### src/rtl/dmem_arbiter.sv
// Two-port data memory arbiter: round-robin on contention, single-cycle access,
// registered read return. Optional ownership locking when DMEM_ARB_LOCK_EN is defined.
module dmem_arbiter #(
  parameter int DW       = 16,
  parameter int AW       = 16,
  parameter int LOCK_MAX = 4
) (
  input  logic          clk,
  input  logic          rst,

  input  logic          m0_req,
  input  logic          m0_we,
  input  logic          m0_lock,
  input  logic [AW-1:0] m0_addr,
  input  logic [DW-1:0] m0_wdata,
  output logic          m0_gnt,
  output logic          m0_rvalid,
  output logic [DW-1:0] m0_rdata,

  input  logic          m1_req,
  input  logic          m1_we,
  input  logic          m1_lock,
  input  logic [AW-1:0] m1_addr,
  input  logic [DW-1:0] m1_wdata,
  output logic          m1_gnt,
  output logic          m1_rvalid,
  output logic [DW-1:0] m1_rdata,

  output logic [AW-1:0] mem_addr,
  output logic [DW-1:0] mem_wdata,
  output logic          mem_write,
  output logic          mem_read,
  input  logic [DW-1:0] mem_rdata
);

  typedef enum logic [1:0] {
    IDLE = 2'd0,
    OWN0 = 2'd1,
    OWN1 = 2'd2
  } state_t;

  localparam logic [2:0] LOCK_CNT = 3'(LOCK_MAX);

  state_t        state_q, state_d;
  logic [2:0]    cnt_q, cnt_d;
  logic          lp_q, lp_d;
  logic          rvalid0_q, rvalid0_d;
  logic          rvalid1_q, rvalid1_d;
  logic [DW-1:0] rdata0_q, rdata0_d;
  logic [DW-1:0] rdata1_q, rdata1_d;

  logic gnt0, gnt1;
  logic hold0, hold1;
  logic any_req, win1, win_lock;

`ifndef DMEM_ARB_LOCK_EN
  logic unused_lock;
  assign unused_lock = m0_lock ^ m1_lock;
`endif

  // Round-robin winner when no lock is held: the port other than lp wins a tie.
  assign any_req  = m0_req | m1_req;
  assign win1     = m1_req & (~m0_req | ~lp_q);
  assign win_lock = win1 ? m1_lock : m0_lock;

  always_comb begin
    hold0 = 1'b0;
    hold1 = 1'b0;
`ifdef DMEM_ARB_LOCK_EN
    hold0 = (state_q == OWN0) && m0_req && m0_lock && (cnt_q < LOCK_CNT);
    hold1 = (state_q == OWN1) && m1_req && m1_lock && (cnt_q < LOCK_CNT);
`endif
  end

  always_comb begin
    gnt0    = 1'b0;
    gnt1    = 1'b0;
    state_d = state_q;
    cnt_d   = cnt_q;
    lp_d    = lp_q;
    if (rst) begin
      state_d = IDLE;
      cnt_d   = '0;
    end else if (hold0) begin
      gnt0  = 1'b1;
      lp_d  = 1'b0;
      cnt_d = cnt_q + 3'd1;
    end else if (hold1) begin
      gnt1  = 1'b1;
      lp_d  = 1'b1;
      cnt_d = cnt_q + 3'd1;
    end else if (any_req) begin
      gnt0 = ~win1;
      gnt1 = win1;
      lp_d = win1;
`ifdef DMEM_ARB_LOCK_EN
      if (win_lock) begin
        state_d = win1 ? OWN1 : OWN0;
        cnt_d   = 3'd1;
      end else begin
        state_d = IDLE;
        cnt_d   = '0;
      end
`else
      state_d = IDLE;
      cnt_d   = '0;
`endif
    end else begin
      state_d = IDLE;
      cnt_d   = '0;
    end
  end

`ifndef DMEM_ARB_LOCK_EN
  logic unused_win_lock;
  assign unused_win_lock = win_lock;
`endif

  always_comb begin
    mem_addr  = '0;
    mem_wdata = '0;
    mem_write = 1'b0;
    mem_read  = 1'b0;
    if (gnt0) begin
      mem_addr  = m0_addr;
      mem_wdata = m0_wdata;
      mem_write = m0_we;
      mem_read  = ~m0_we;
    end else if (gnt1) begin
      mem_addr  = m1_addr;
      mem_wdata = m1_wdata;
      mem_write = m1_we;
      mem_read  = ~m1_we;
    end
  end

  always_comb begin
    rvalid0_d = gnt0 & ~m0_we;
    rvalid1_d = gnt1 & ~m1_we;
    rdata0_d  = rvalid0_d ? mem_rdata : rdata0_q;
    rdata1_d  = rvalid1_d ? mem_rdata : rdata1_q;
  end

  always_ff @(posedge clk) begin
    if (rst) begin
      state_q   <= IDLE;
      cnt_q     <= '0;
      lp_q      <= 1'b1;
      rvalid0_q <= 1'b0;
      rvalid1_q <= 1'b0;
      rdata0_q  <= '0;
      rdata1_q  <= '0;
    end else begin
      state_q   <= state_d;
      cnt_q     <= cnt_d;
      lp_q      <= lp_d;
      rvalid0_q <= rvalid0_d;
      rvalid1_q <= rvalid1_d;
      rdata0_q  <= rdata0_d;
      rdata1_q  <= rdata1_d;
    end
  end

  // A return that lands in a reset cycle is suppressed so nothing leaks across reset.
  assign m0_gnt    = gnt0;
  assign m1_gnt    = gnt1;
  assign m0_rvalid = rvalid0_q & ~rst;
  assign m1_rvalid = rvalid1_q & ~rst;
  assign m0_rdata  = rdata0_q;
  assign m1_rdata  = rdata1_q;

endmodule

### config.mk
export PLATFORM = sky130hd
export DESIGN_NAME = dmem_arbiter
export DESIGN_NICKNAME = d
export VERILOG_FILES = /design/src/rtl/dmem_arbiter.sv
export SDC_FILE = /design/constraint.sdc
export NUM_CORES = 1
export LEC_CHECK = 0
export CAP_MARGIN = 25
export CORE_ASPECT_RATIO = 0.9
export CORE_MARGIN = 2
export CORE_UTILIZATION = 34
export CTS_CLUSTER_SIZE = 14
export DETAILED_ROUTE_END_ITERATION = 12
export HOLD_SLACK_MARGIN = 0.06
export PLACE_DENSITY = 0.86
export SYNTH_ARGS = -nofsm -noshare
export SYNTH_HDL_FRONTEND = slang
export SYNTH_SLANG_ARGS = --single-unit
### constraint.sdc
create_clock -name clk -period 2.38 [get_ports clk]
set_input_delay 0.714 -clock clk [delete_from_list [all_inputs] [get_ports clk]]
set_output_delay 0.714 -clock clk [all_outputs]
set_load 0.1 [all_outputs]
### Yosys cells after proc, flatten, opt, wreduce, memory -nomap -nowiden

Index checks and enable logic that the tools add are counted.

| word-level totals | value |
|---|---|
| register bits after elaboration | 35 |
| output and inout bits | 70 |
| logic and storage cells | 30 |

| operators by class | value |
|---|---|
| multiplexer cells | 12 |
| bitwise operators | 13 |

Operators with widths:

| kind | number |
|---|---|
| 16-bit two-way mux | 4 |
| 1-bit two-way mux | 8 |
| 1-bit inverter | 6 |
| 1-bit AND | 5 |
| 1-bit OR | 2 |

### Depth between registers and ports, before layout

| logic depth | value |
|---|---|
| depth after elaboration | 7 |
| depth in mapped cells | 5 |
| depth with buffers taken out | 4 |

### Worst setup path after synthesis

Ideal clock, no wire load.

| timing path | value |
|---|---|
| path type | in2out |
| start | in m1_req |
| end | out mem_write |
| arrival | 2.451 ns |
| required time | 1.666 ns |
| setup slack | -0.785 ns |
| stages | 3 |
| buffers on the path | 0 |
| path through | nor2b_4 -> nand2_2 -> o22ai_1 |

| between the ends | value |
|---|---|
| word-level cells in the longest chain between the ends | 5 |
| elaborated cells between the ends (all ways) | 9 |

RTL lines:

| item | RTL line | source |
|---|---|---|
| start: declaration | 20 | `input logic m1_req,` |
| 1-bit AND / 1-bit OR (equally long branches) | 63, 62 |  |
| 1-bit two-way mux / 1-bit inverter (equally long branches) | 92, 93 |  |
| 1-bit two-way mux (on tied branches) | 81, 92 |  |
| 1-bit two-way mux (on tied branches) | 129, 81 |  |
| 1-bit two-way mux * | 124 | `if (gnt0) begin` |
| end: declaration | 31 | `output logic mem_write,` |

Every way passes the cells marked *; elsewhere a longest branch is shown, timed or not.

### Worst setup path after layout

| timing path | value |
|---|---|
| start | in m1_req |
| end | out mem_wdata[11] |

| between the ends | value |
|---|---|
| word-level cells in the longest chain between the ends | 5 |
| elaborated cells between the ends (all ways) | 9 |

RTL lines:

| item | RTL line | source |
|---|---|---|
| 1-bit AND / 1-bit OR (equally long branches) | 63, 62 |  |
| 1-bit two-way mux / 1-bit inverter (equally long branches) | 92, 93 |  |
| 1-bit two-way mux (on tied branches) | 81, 92 |  |
| 16-bit two-way mux / 1-bit two-way mux (equally long branches) | 129, 81 |  |
| 16-bit two-way mux * | 124 |  |
| end: declaration | 30 | `output logic [DW-1:0] mem_wdata,` |

Marks and branches as above.

==> metrics.txt <==
WP data required=approximately 1700 ps; Die Y=73.1 um; Syn Nets=278; I/O Buffers=155; final setup vio count=32; highest clock rate=roughly 410 MHz; critical path's top delay family=buffers and inverters; Crit. path cell count=8; layout cells sized above 1=45.1%; Core Region=0.00519 mm2; Slew headroom=69.7%; CP Cell Sequence=buf_8 -> nor2b_4 -> nand2_4 -> inv_8 -> buf_12 -> buf_16 -> a22o_4 -> buf_12; die area=~0.006 mm2; Placer Congestion=around 0.73; DR vias=2518; HP Class=register to register; clock skew=3.58 ps; vias in the first global route=2651; clk slew on worst S/H paths=~70 ps; CTS tree=yes; CP Capture Type=output pin; row count=25; FF-to-FF setup slack=850 ps; Clock Latency Late Sink=290 ps; Initial DRC Count=226; Worst Path Buf+Inv=5; slowest stage delay, CP=230 ps; Boundary Pins=approximately 160; die width=slightly above 80 um; most common cell after layout, fill and taps aside=clkdlybuf4s50_1; Final #Nets=roughly 450; GRT overflow=0; Routed Wire Length=11100 um; global-route wire length before repair=15700 um; failing checks=setup timing; Clock Root Buffer=clkbuf_8; crit path to=mem_wdata[11]; DRT antenna net count=0; Post-CTS Hold Fix Bufs=0; initial antenna violation count=0; YS warnings=0; Seq/Total Area, Yosys=between 30% and 40%; Tightest Pin Transition=448 ps; DR WL/cell=25.6 um; Starting Density=approximately a third; post-synthesis register bit count=35; fill count=247; final slew viol count=0; Cell Area, Synth=0.00181 mm2; Reg-to-Reg End=m1_rdata[0]; critical path class=primary input to output pin; outcome=finished, violations left; RSZ-0062 raised after global routing=true; CTS buffer count=5; worst vdd ir=491 uV; MaxCap Viol Count=0; Worst R2R Path Depth=4; Clock Sinks=35; Finished Layout Cells=431; unique cell type count in the Yosys netlist=22; Worst Setup SP=m1_req; pwr dens=536 mW/mm2; Fin. Hold Viols=0; commonest cells after routing, fill and taps aside=80 x clkdlybuf4s50_1, 49 x buf_4, 43 x buf_12; GRT Total Usage=36.4%; CP most frequent cell=buf_12; Max FO, Critical Path=7; FF-to-FF Start=lp_q; setup TNS=-1780 ps; pin count of the biggest net entering global routing=34; cell with the largest stage delay on the worst path=a22o_4; maximum clock path buffer count=2; hpwl dp=6180 um; Via density=5.84; First-pass DRT Iterations=7; final worst path period share=103%; DRC violations left=0; WP data arrival=1740 ps; final worst slack=-78.7 ps; mean area per synthesized cell=9.50 um2; P&R area growth vs syn=145%; startpoint types=primary input; placed cells=411; Post-Syn Instances=190; Period minus WS final=2460 ps; # diodes=0; leakage=1.96 nW; H-tree depth=2
-- cells by family after synthesis --
group,synth area share (%)
simple gates,7.14
compound gates,40.5
flops,38.8
buf+inv,13.5
-- state kept, by name, indices dropped and copies added (netlist names) --
register and count:
rvalid1_q 1, m0_rdata 16, lp_q 1, rvalid0_q 1
m1_rdata 16
-- per-layer routing --
metal / GRT usage, % / vias to the layer above / share of wire [%]
li1: - / 1083 / -
met1: 39.8 / 1198 / 35
met2: 62.6 / 191 / 51
met3: 10.4 / 46 / 9.8
met4: 21.1 / 0 / 4.4
met5: 0 / - / 0
-- cells in the mapped netlist --
cell type	n	area (um2)
o311ai_1	32	280
buf_6	8	90.1
inv_4	2	12.5
o21ai_1	33	165
buf_8	1	15.0
nand2_4	1	11.3
nor2b_1	2	12.5
nand3_4	2	35.0
nand2b_2	1	8.76
a22o_1	32	280
nand2_2	1	6.26
nor2b_4	2	27.5
inv_2	5	18.8
dfxtp_1	35	701
and2_1	1	6.26
and2b_4	1	10.0
nand2_1	2	7.51
nor2_1	1	3.75
clkbuf_1	4	15.0
o22ai_1	1	6.26
buf_2	5	25.0
inv_1	18	67.6
-- report_power, final --
| group | internal [mW] | switching (mW) |
|---|---|---|
| combinational | 0.468 | 0.738 |
| sequential | 0.613 | 0.0195 |
| clock | 0.306 | 0.227 |
-- layout make-up --
class,count,area [um2],share of cell area [%]
repair buffers,185,2250,50.9
well taps,67,83.8,1.89
clock inverters,2,37.5,0.848
inverters,25,109,2.46
multi-input cells,112,1170,26.5
flip-flops and latches,35,701,15.8
clock buffers,5,68.8,1.55
-- stage by stage --
step	utilization, %	instance area (um2)	hold slack [ps]	power [mW]	setup WS [ps]
3_5_place_dp	75.0	3890	463	1.72	-483
4_1_cts	85.0	4410	479	2.33	-80.9
6_report	85.3	4430	482	2.37	-78.7
5_1_grt	85.3	4430	492	2.42	-91.4
3_3_place_gp	75.0	3890	461	1.71	-449
2_1_floorplan	-	1930	505	1.29	-144
-- worst min-delay path: stages (launching register included) --
cell and delay (ps):
dfxtp_1 320, o311ai_1 60, o21ai_1 60
-- worst min-delay path by stage --
stage / cells after the start / slack [ps] / endpoint / start
finish: 2 / 480 / m1_rdata[14] / m1_rdata[14]
global route: 2 / 490 / m1_rdata[13] / m1_rdata[13]
CTS: 2 / 480 / m1_rdata[2] / m1_rdata[2]
floorplan: 2 / 510 / lp_q / lp_q
detailed placement: 2 / 460 / m1_rdata[7] / m1_rdata[7]
global placement: 2 / 460 / m1_rdata[1] / m1_rdata[1]
-- what timing repair did --
| action | 4_1_cts | 5_1_grt |
|---|---|---|
| gates resized for setup | 55 | 5 |
| setup endpoints to repair | 38 | 34 |
| pin swaps | 7 | 12 |
| setup buffers | 9 | 0 |
| cloned | 4 | 2 |
| endpoints found under the hold margin | 0 | 0 |
No activity file was read; power rests on OpenSTA's default activity.
